### config.mk
export PLATFORM = sky130hd
export DESIGN_NAME = vga_pixel_fetch
export DESIGN_NICKNAME = d
export VERILOG_FILES = /design/src/rtl/vga_pkg.sv /design/src/rtl/vga_delay_line.sv /design/src/rtl/vga_pixel_fetch.sv
export SDC_FILE = /design/constraint.sdc
export NUM_CORES = 1
export LEC_CHECK = 0
export BUFFER_PORTS_ARGS = -buffer_cell sky130_fd_sc_hd__buf_2
export CORE_UTILIZATION = 47
export CTS_BUF_LIST = sky130_fd_sc_hd__clkbuf_8
export DETAILED_ROUTE_END_ITERATION = 8
export PLACE_DENSITY = 0.82
export SLEW_MARGIN = 10
export SYNTH_ARGS = -nofsm -noshare
export SYNTH_HDL_FRONTEND = slang
export SYNTH_SLANG_ARGS = --single-unit
### constraint.sdc
create_clock -name vgaclk -period 2.04 [get_ports vgaclk]
set_input_delay 0.612 -clock vgaclk [delete_from_list [all_inputs] [get_ports vgaclk]]
set_output_delay 0.612 -clock vgaclk [all_outputs]
set_load 0.005 [all_outputs]
### src/rtl/vga_pkg.sv
// vga_pkg: 640x480 VGA timing constants and the
// pixel-fetch display state encoding.
package vga_pkg;

  localparam int H_ACTIVE = 640;
  localparam int H_FP     = 16;
  localparam int H_SYNC   = 96;
  localparam int H_BP     = 48;
  localparam int H_TOTAL  = H_ACTIVE + H_FP
                          + H_SYNC + H_BP;

  localparam int V_ACTIVE = 480;
  localparam int V_FP     = 10;
  localparam int V_SYNC   = 2;
  localparam int V_BP     = 33;
  localparam int V_TOTAL  = V_ACTIVE + V_FP
                          + V_SYNC + V_BP;

  typedef enum logic [1:0] {
    OFF,
    ARMED,
    SHOW
  } fetch_state_t;

endpackage

### src/rtl/vga_delay_line.sv
// vga_delay_line: DEPTH-stage shift register with
// synchronous reset of every stage to RESET_VAL.
// Ports: i_clk, i_reset, i_d in; o_q = i_d delayed DEPTH.
module vga_delay_line #(
  parameter int WIDTH = 1,
  parameter int DEPTH = 1,
  parameter logic [WIDTH-1:0] RESET_VAL = '0
) (
  input  logic             i_clk,
  input  logic             i_reset,
  input  logic [WIDTH-1:0] i_d,
  output logic [WIDTH-1:0] o_q
);

  logic [WIDTH-1:0] r_sr [DEPTH];

  always_ff @(posedge i_clk) begin
    if (i_reset) begin
      for (int i = 0; i < DEPTH; i++) begin
        r_sr[i] <= RESET_VAL;
      end
    end else begin
      r_sr[0] <= i_d;
      for (int i = 1; i < DEPTH; i++) begin
        r_sr[i] <= r_sr[i-1];
      end
    end
  end

  assign o_q = r_sr[DEPTH-1];

endmodule

### src/rtl/vga_pixel_fetch.sv
// vga_pixel_fetch: fetches a centred grayscale image
// from a sync-read framebuffer and drives aligned RGB.
// In: vgaclk, reset, hcnt/vcnt, hsync_in/vsync_in,
//   blank_b_in, display_en, mem_data.
// Out: mem_addr/mem_rd, hsync/vsync/blank_b,
//   red/green/blue, frame_start.
module vga_pixel_fetch
  import vga_pkg::*;
#(
  parameter int IMG_W   = 256,
  parameter int IMG_H   = 256,
  parameter int X0      = 192,
  parameter int Y0      = 112,
  parameter int ADDR_W  = 16,
  parameter int PIX_W   = 8,
  parameter int MEM_LAT = 1,
  parameter logic [7:0] BORDER = 8'h00
) (
  input  logic              vgaclk,
  input  logic              reset,
  input  logic [9:0]        hcnt,
  input  logic [9:0]        vcnt,
  input  logic              hsync_in,
  input  logic              vsync_in,
  input  logic              blank_b_in,
  input  logic              display_en,
  output logic [ADDR_W-1:0] mem_addr,
  output logic              mem_rd,
  input  logic [PIX_W-1:0]  mem_data,
  output logic              hsync,
  output logic              vsync,
  output logic              blank_b,
  output logic [7:0]        red,
  output logic [7:0]        green,
  output logic [7:0]        blue,
  output logic              frame_start
);

  localparam int LOG_W = $clog2(IMG_W);
  localparam int DEPTH = MEM_LAT + 1;

  if (X0 + IMG_W > H_ACTIVE) begin : g_chk_x
    $error("image exceeds active width");
  end
  if (Y0 + IMG_H > V_ACTIVE) begin : g_chk_y
    $error("image exceeds active height");
  end
  if ((IMG_W & (IMG_W - 1)) != 0) begin : g_chk_w
    $error("IMG_W must be a power of two");
  end
  if (ADDR_W < $clog2(IMG_W * IMG_H)) begin : g_chk_a
    $error("ADDR_W too small for image");
  end
  if (MEM_LAT < 1) begin : g_chk_l
    $error("MEM_LAT must be at least 1");
  end

  fetch_state_t      r_state;
  logic              r_frame_start;
  logic              r_mem_rd;
  logic [ADDR_W-1:0] r_mem_addr;
  logic              r_hsync;
  logic              r_vsync;
  logic              r_blank_b;
  logic [7:0]        r_gray;

  logic              w_origin;
  logic              w_in_x;
  logic              w_in_y;
  logic              w_inside;
  logic [9:0]        w_hrel;
  logic [9:0]        w_vrel;
  logic [ADDR_W-1:0] w_addr;
  logic [7:0]        w_gray;
  logic [3:0]        w_dl_q;
  logic              w_unused;

  assign w_origin = (hcnt == '0) && (vcnt == '0);

  assign w_in_x = (int'(hcnt) >= X0)
               && (int'(hcnt) < X0 + IMG_W);
  assign w_in_y = (int'(vcnt) >= Y0)
               && (int'(vcnt) < Y0 + IMG_H);

  assign w_inside = (r_state == SHOW) && blank_b_in
                 && w_in_x && w_in_y;

  // Relative counts wrap when outside the window,
  // but the address is only captured when inside.
  assign w_hrel = hcnt - 10'(X0);
  assign w_vrel = vcnt - 10'(Y0);
  assign w_addr = (ADDR_W'(w_vrel) << LOG_W)
                | ADDR_W'(w_hrel[LOG_W-1:0]);

  if (PIX_W >= 8) begin : g_wide
    assign w_gray = mem_data[PIX_W-1 -: 8];
  end else begin : g_narrow
    assign w_gray = {mem_data, {(8-PIX_W){1'b0}}};
  end

  assign w_unused = ^{w_hrel, mem_data};

  always_ff @(posedge vgaclk) begin
    if (reset) begin
      r_state       <= OFF;
      r_frame_start <= 1'b0;
    end else begin
      r_frame_start <= 1'b0;
      unique case (r_state)
        OFF: begin
          if (display_en) r_state <= ARMED;
        end
        ARMED: begin
          if (!display_en) begin
            r_state <= OFF;
          end else if (w_origin) begin
            r_state       <= SHOW;
            r_frame_start <= 1'b1;
          end
        end
        SHOW: begin
          // Leave only at a frame boundary.
          if (w_origin && !display_en) r_state <= OFF;
        end
        default: r_state <= OFF;
      endcase
    end
  end

  always_ff @(posedge vgaclk) begin
    if (reset) begin
      r_mem_rd   <= 1'b0;
      r_mem_addr <= '0;
    end else begin
      r_mem_rd <= w_inside;
      if (w_inside) r_mem_addr <= w_addr;
    end
  end

  // Sync/blank/inside ride alongside the memory
  // access so they meet mem_data in the same cycle.
  vga_delay_line #(
    .WIDTH     (4),
    .DEPTH     (DEPTH),
    .RESET_VAL (4'b1100)
  ) u_dly (
    .i_clk   (vgaclk),
    .i_reset (reset),
    .i_d     ({hsync_in, vsync_in,
               blank_b_in, w_inside}),
    .o_q     (w_dl_q)
  );

  always_ff @(posedge vgaclk) begin
    if (reset) begin
      r_hsync   <= 1'b1;
      r_vsync   <= 1'b1;
      r_blank_b <= 1'b0;
      r_gray    <= 8'h00;
    end else begin
      r_hsync   <= w_dl_q[3];
      r_vsync   <= w_dl_q[2];
      r_blank_b <= w_dl_q[1];
      if (w_dl_q[0]) begin
        r_gray <= w_gray;
      end else if (w_dl_q[1]) begin
        r_gray <= BORDER;
      end else begin
        r_gray <= 8'h00;
      end
    end
  end

  assign mem_rd      = r_mem_rd;
  assign mem_addr    = r_mem_addr;
  assign hsync       = r_hsync;
  assign vsync       = r_vsync;
  assign blank_b     = r_blank_b;
  assign red         = r_gray;
  assign green       = r_gray;
  assign blue        = r_gray;
  assign frame_start = r_frame_start;

endmodule
==> results of run 1 <==
## power by group through the flow
stage	Clock, uW	Sequential [uW]	Combinational (uW)
final	630	752	111
after global routing	678	753	122
after CTS	648	752	112
after detailed placement	0	769	110
after global placement	0	769	109
after floorplan	0	769	56.2
## layout make-up
| class | instances | area [um2] |
|---|---|---|
| fillers | 265 | 1140 |
| flip-flops and latches | 38 | 761 |
| inverters | 5 | 18.8 |
| multi-input cells | 95 | 613 |
| well taps | 44 | 55.1 |
| clock buffers | 6 | 82.6 |
| clock inverters | 1 | 30.0 |
| repair buffers | 83 | 428 |
## cell families after synthesis
| family | Yosys count | synth area share [%] |
|---|---|---|
| XOR/XNOR | 5 | 3.73 |
| flip-flops | 38 | 48.3 |
| buffers and inverters | 29 | 12.9 |
| AND/OR/NAND/NOR | 50 | 19.0 |
| AO/OA/AOI/OAI | 36 | 13.0 |
| adder cells (fa/ha/maj) | 4 | 3.17 |
## per-stage QoR
| stage | setup WS [ps] | power, uW | util (%) |
|---|---|---|---|
| finish | 292 | 1490 | 63.6 |
| global route | 198 | 1550 | 63.6 |
| CTS | 313 | 1510 | 63.6 |
| detailed placement | 20.4 | 880 | 60.0 |
| global placement | 103 | 878 | 60.0 |
| floorplan | 300 | 825 | - |
## cell usage in the layout, fill, tap and decap left out, types with 2 or more instances in the layout
master,instances
a211oi_1,3
inv_1,5
nand3_1,15
buf_2,78
buf_4,5
nor2_1,4
and2_1,8
o21ai_1,6
dfxtp_1,38
ha_1,4
clkbuf_8,6
o21ai_0,7
xor2_1,2
or2_2,6
a21oi_1,17
nor2b_1,5
nor4_1,3
## routing by layer
| layer | up-vias | GRT usage, % | share of wire (%) |
|---|---|---|---|
| met5 | - | 0 | 0 |
| met4 | 0 | 10.3 | 3.0 |
| met3 | 12 | 8.44 | 9.8 |
| met2 | 77 | 32.4 | 49 |
| met1 | 609 | 19.6 | 39 |
| li1 | 664 | - | - |
## path summary, 6_finish.rpt
path	slack [ps]	cells past startpoint	start	endpoint
min	410	1	u_dly.r_sr[0][7]	hsync
max	290	7	vcnt[4]	mem_addr[9]
min reg2reg	410	1	u_dly.r_sr[0][7]	hsync
max reg2reg	570	5	r_state[0]	mem_addr[2]
## registers in the layout, indices dropped and copies added, names as in the netlist
signal,count
blank_b,1
blue,8
frame_start,1
hsync,1
mem_addr,16
r_state,2
u_dly.r_sr,8
vsync,1
## worst max-delay path, stage by stage
cell and delay [ps]:
buf_2 110, ha_1 250, a21oi_4 110, xnor2_2 430, buf_4 240, nand3_1 80
a21oi_1 130
==> results.json, run 1 <==
{
  "outcome": "finished clean",
  "min_period_over_period_pct": 85.7,
  "p_sw_uw": 305,
  "start_kind": "input port",
  "intPower_uw": 1190,
  "cts_root_buf": "clkbuf_8",
  "gr-usage-all-layers_pct": 19.1,
  "yosysMostFrequentCell": "dfxtp_1",
  "post_route_cells_drive_above_1_share_pct": 44.7,
  "syn-instance-count": 162,
  "worstPathArrival_ps": 1950,
  "finalSetupTns_ps": 0,
  "syn_nets": 200,
  "fin_skew_ps": 1.07,
  "post_cts_resized": 0,
  "rsz0062_at_grt": "no",
  "numCtsBuffers": 5,
  "cellPowerDensity_mw_per_mm2": 751,
  "drc": 0,
  "dpl_cell_area_mm2": 0.00188,
  "antenna_found_initial": 0,
  "cts_hold_buf": 0,
  "period_needed_ps": 1750,
  "ys_ff_latch": 38,
  "synth.area.top_cells": "dfxtp_1 (48%), buf_4 (7.6%), a21oi_1 (5.4%)",
  "fp.dieW_um": 59.9,
  "synthTopCellsByCount": "dfxtp_1 (38), a21oi_1 (17), buf_4 (16)",
  "firstDrtPassIters": 4,
  "boundaryPins": 79,
  "whs_ps": 408,
  "drv_cap": 0,
  "cts.sinks": 38,
  "ys_warn_count": 0,
  "seq_area_frac_synth_pct": 48.3,
  "pwr-share-seq_pct": 50.4,
  "grt_pass1_wl_um": 5050,
  "diodes": 0,
  "detail-route-antenna-nets": 0,
  "rows": 20,
  "cts_tree": "done",
  "cp_max_fo": 11,
  "hold_path.class": "reg -> reg",
  "slew_violations": 0,
  "clk_pin_slew_worst_paths_ps": 70,
  "criticalPathCategory": "in -> reg",
  "finalInstanceArea_mm2": 0.00199,
  "fmax_ghz": 0.572,
  "portBuffers": 78,
  "grt_pass1_vias": 1238,
  "syn-cell-area_mm2": 0.00158,
  "synth.avg_cell_area_um2": 9.73,
  "clockBufferDepth": 2,
  "grt_max_degree": 31,
  "hold_viol_final": 0,
  "gr-total-overflow": 0,
  "swShare_pct": 20.4,
  "finalSetupViolations": 0,
  "pwr-share-clk_pct": 42.2,
  "vdd_drop_max_uv": 439,
  "p_comb_share_pct": 7.5,
  "start_util_pct": 50.4,
  "async_flop_share_pct": 0,
  "dieArea_mm2": 0.00359,
  "critPathCaptureType": "register",
  "core_area_mm2": 0.00313,
  "dp_hpwl_um": 2350,
  "final_cells": 272,
  "slew_headroom_pct": 65.4,
  "routed_wl_um": 3150,
  "syn_to_final_growth_pct": 26.1,
  "dp.cells": 265,
  "tightest_slew_ps": 517,
  "wl_per_cell_um": 11.6,
  "synth_cell_types": 34,
  "drt-initial-drc-count": 59,
  "final_nets": 266,
  "leakagePower_uw": 0.000950,
  "clk_latency_ps": 280,
  "die_y_um": 59.9,
  "post_cts_buffers": 0,
  "synth_edf_count": 0,
  "crit_required_ps": 2250,
  "via_count": 1362,
  "post-synth-top-area-fraction_pct": 48.3,
  "place_congestion": 0.793,
  "viasPerCell": 5.01,
  "synth.largest_area_cell": "dfxtp_1",
  "htreeDepth": 2,
  "ys.flop_type": "dfxtp_1"
}
No activity file was read; power rests on OpenSTA's default activity.
==> inputs of run 2 (changes only) <==
--- a/config.mk
+++ b/config.mk
@@ -6,10 +6,9 @@
 export NUM_CORES = 1
 export LEC_CHECK = 0
 export BUFFER_PORTS_ARGS = -buffer_cell sky130_fd_sc_hd__buf_2
-export CORE_UTILIZATION = 47
+export CORE_UTILIZATION = 35
 export CTS_BUF_LIST = sky130_fd_sc_hd__clkbuf_8
 export DETAILED_ROUTE_END_ITERATION = 8
-export PLACE_DENSITY = 0.82
 export SLEW_MARGIN = 10
 export SYNTH_ARGS = -nofsm -noshare
 export SYNTH_HDL_FRONTEND = slang
==> run 2 against run 1 <==
Against the previous run: sequential cell count unchanged; clock skew grew 1.9 ps; worst hold slack better by 0.69 ps; highest routed layer unchanged.
==> results.json, run 2 (synthesized netlist as in run 1, its figures left out) <==
{
  "r2r-start": "r_state[0]",
  "routed_wl_um": 3280,
  "min_period_over_period_pct": 86.9,
  "final_cells": 281,
  "worst-r2r-setup-slack_ps": 590,
  "numCtsBuffers": 5,
  "fp.dieW_um": 69.1,
  "tightest_slew_ps": 713,
  "drt-initial-drc-count": 48,
  "cellPowerDensity_mw_per_mm2": 701,
  "critPathCaptureType": "register",
  "wl_per_cell_um": 11.7,
  "mostFrequentLayoutCells": "buf_2 (78), dfxtp_1 (38), a21oi_1 (17)",
  "min_path_cells": 1,
  "hp-start": "u_dly.r_sr[0][7]",
  "mostFrequentLayoutCell": "buf_2",
  "finalSetupTns_ps": 0,
  "hold_viol_final": 0,
  "dpl_cell_area_mm2": 0.00190,
  "slew_violations": 0,
  "syn_to_final_growth_pct": 26.4,
  "gr-usage-all-layers_pct": 14.4,
  "finalSetupViolations": 0,
  "cts_tree": "done",
  "grt_max_degree": 25,
  "fin_util_pct": 45.8,
  "htreeDepth": 2,
  "hold_end": "hsync",
  "post_route_cells_drive_above_1_share_pct": 45.0,
  "firstDrtPassIters": 2,
  "die_y_um": 69.1,
  "hold_path.class": "reg -> reg",
  "leakagePower_uw": 0.000942,
  "dp.cells": 273,
  "slew_headroom_pct": 52.2,
  "core_area_mm2": 0.00435,
  "clockBufferDepth": 2,
  "finalInstanceArea_mm2": 0.00199,
  "outcome": "finished clean",
  "cts_root_buf": "clkbuf_8",
  "largest_reg_flops": 16,
  "fin_skew_ps": 2.95,
  "cp_max_fo": 16,
  "grt_pass1_wl_um": 5430,
  "boundaryPins": 79,
  "r2r-end": "mem_addr[14]",
  "drc": 0,
  "start_util_pct": 36.2,
  "diodes": 0,
  "clk_pin_slew_worst_paths_ps": 70,
  "final_nets": 266,
  "rows": 24,
  "post_cts_buffers": 0,
  "via_count": 1293,
  "start_kind": "input port",
  "clk_latency_ps": 290,
  "worstPathArrival_ps": 1980,
  "fmax_ghz": 0.564,
  "rsz0062_at_grt": "no",
  "crit_required_ps": 2250,
  "place_congestion": 0.780,
  "portBuffers": 78,
  "cts.sinks": 38,
  "cts_hold_buf": 0,
  "dieArea_mm2": 0.00478,
  "period_needed_ps": 1770,
  "viasPerCell": 4.60,
  "criticalPathCategory": "in -> reg",
  "drv_cap": 0,
  "grt_pass1_vias": 1242,
  "reg2regPathDepth": 5,
  "detail-route-antenna-nets": 0,
  "post_cts_resized": 0,
  "antenna_found_initial": 0,
  "gr-total-overflow": 0,
  "dp_hpwl_um": 2490,
  "vdd_drop_max_uv": 306
}
## run 2: cell types whose count changed in the layout (fill, tap and decap cells not counted)
cell,delta
buf_12,+1
buf_4,-1
bufinv_16,-1
clkinv_2,+1
clkinvlp_4,+1
## run 2: cell type report
class                   instances  area, um2
clock buffers                   6       82.6
inverters                       5       18.8
repair buffers                 83        440
flip-flops and latches         38        761
fillers                       425       2360
well taps                      52       65.1
clock inverters                 2       12.5
multi-input cells              95        613
## run 2: through the flow
stage / setup WS [ps] / hold slack, ps / power (uW)
floorplan: 300 / 389 / 825
global placement: -42.9 / 392 / 880
detailed placement: -77.6 / 393 / 880
CTS: 245 / 411 / 1410
global route: 97.4 / 426 / 1460
finish: 268 / 409 / 1400
## run 2: worst max-delay path by stage
stage	start	end	slack, ps	cells after the start
after floorplan	vcnt[4]	mem_addr[1]	300	6
after global placement	vcnt[4]	mem_addr[14]	-40	6
after detailed placement	vcnt[4]	mem_addr[6]	-80	6
after CTS	vcnt[4]	mem_addr[6]	240	6
after global routing	vcnt[4]	mem_addr[12]	100	6
final	vcnt[4]	mem_addr[12]	270	6
## run 2: worst max-delay path, stage by stage
cell      delay [ps]
buf_2            110
ha_1             230
a21oi_4           90
xnor2_2          560
a21oi_1          150
a211oi_1         220
## run 2: report_power, final
group,internal (uW),switching (uW)
combinational,47.1,63.0
sequential,749,2.49
clock,271,263
## run 2: per-layer routing
layer  up-vias  global-route usage [%]  wire length, um  share of wire (%)
met3         7                    6.14              298                9.1
met5         -                       0                0                  0
met4         0                    6.12               58                1.8
li1        665                       -                -                  -
met1       554                    16.7             1460                 45
met2        67                    23.1             1460                 44
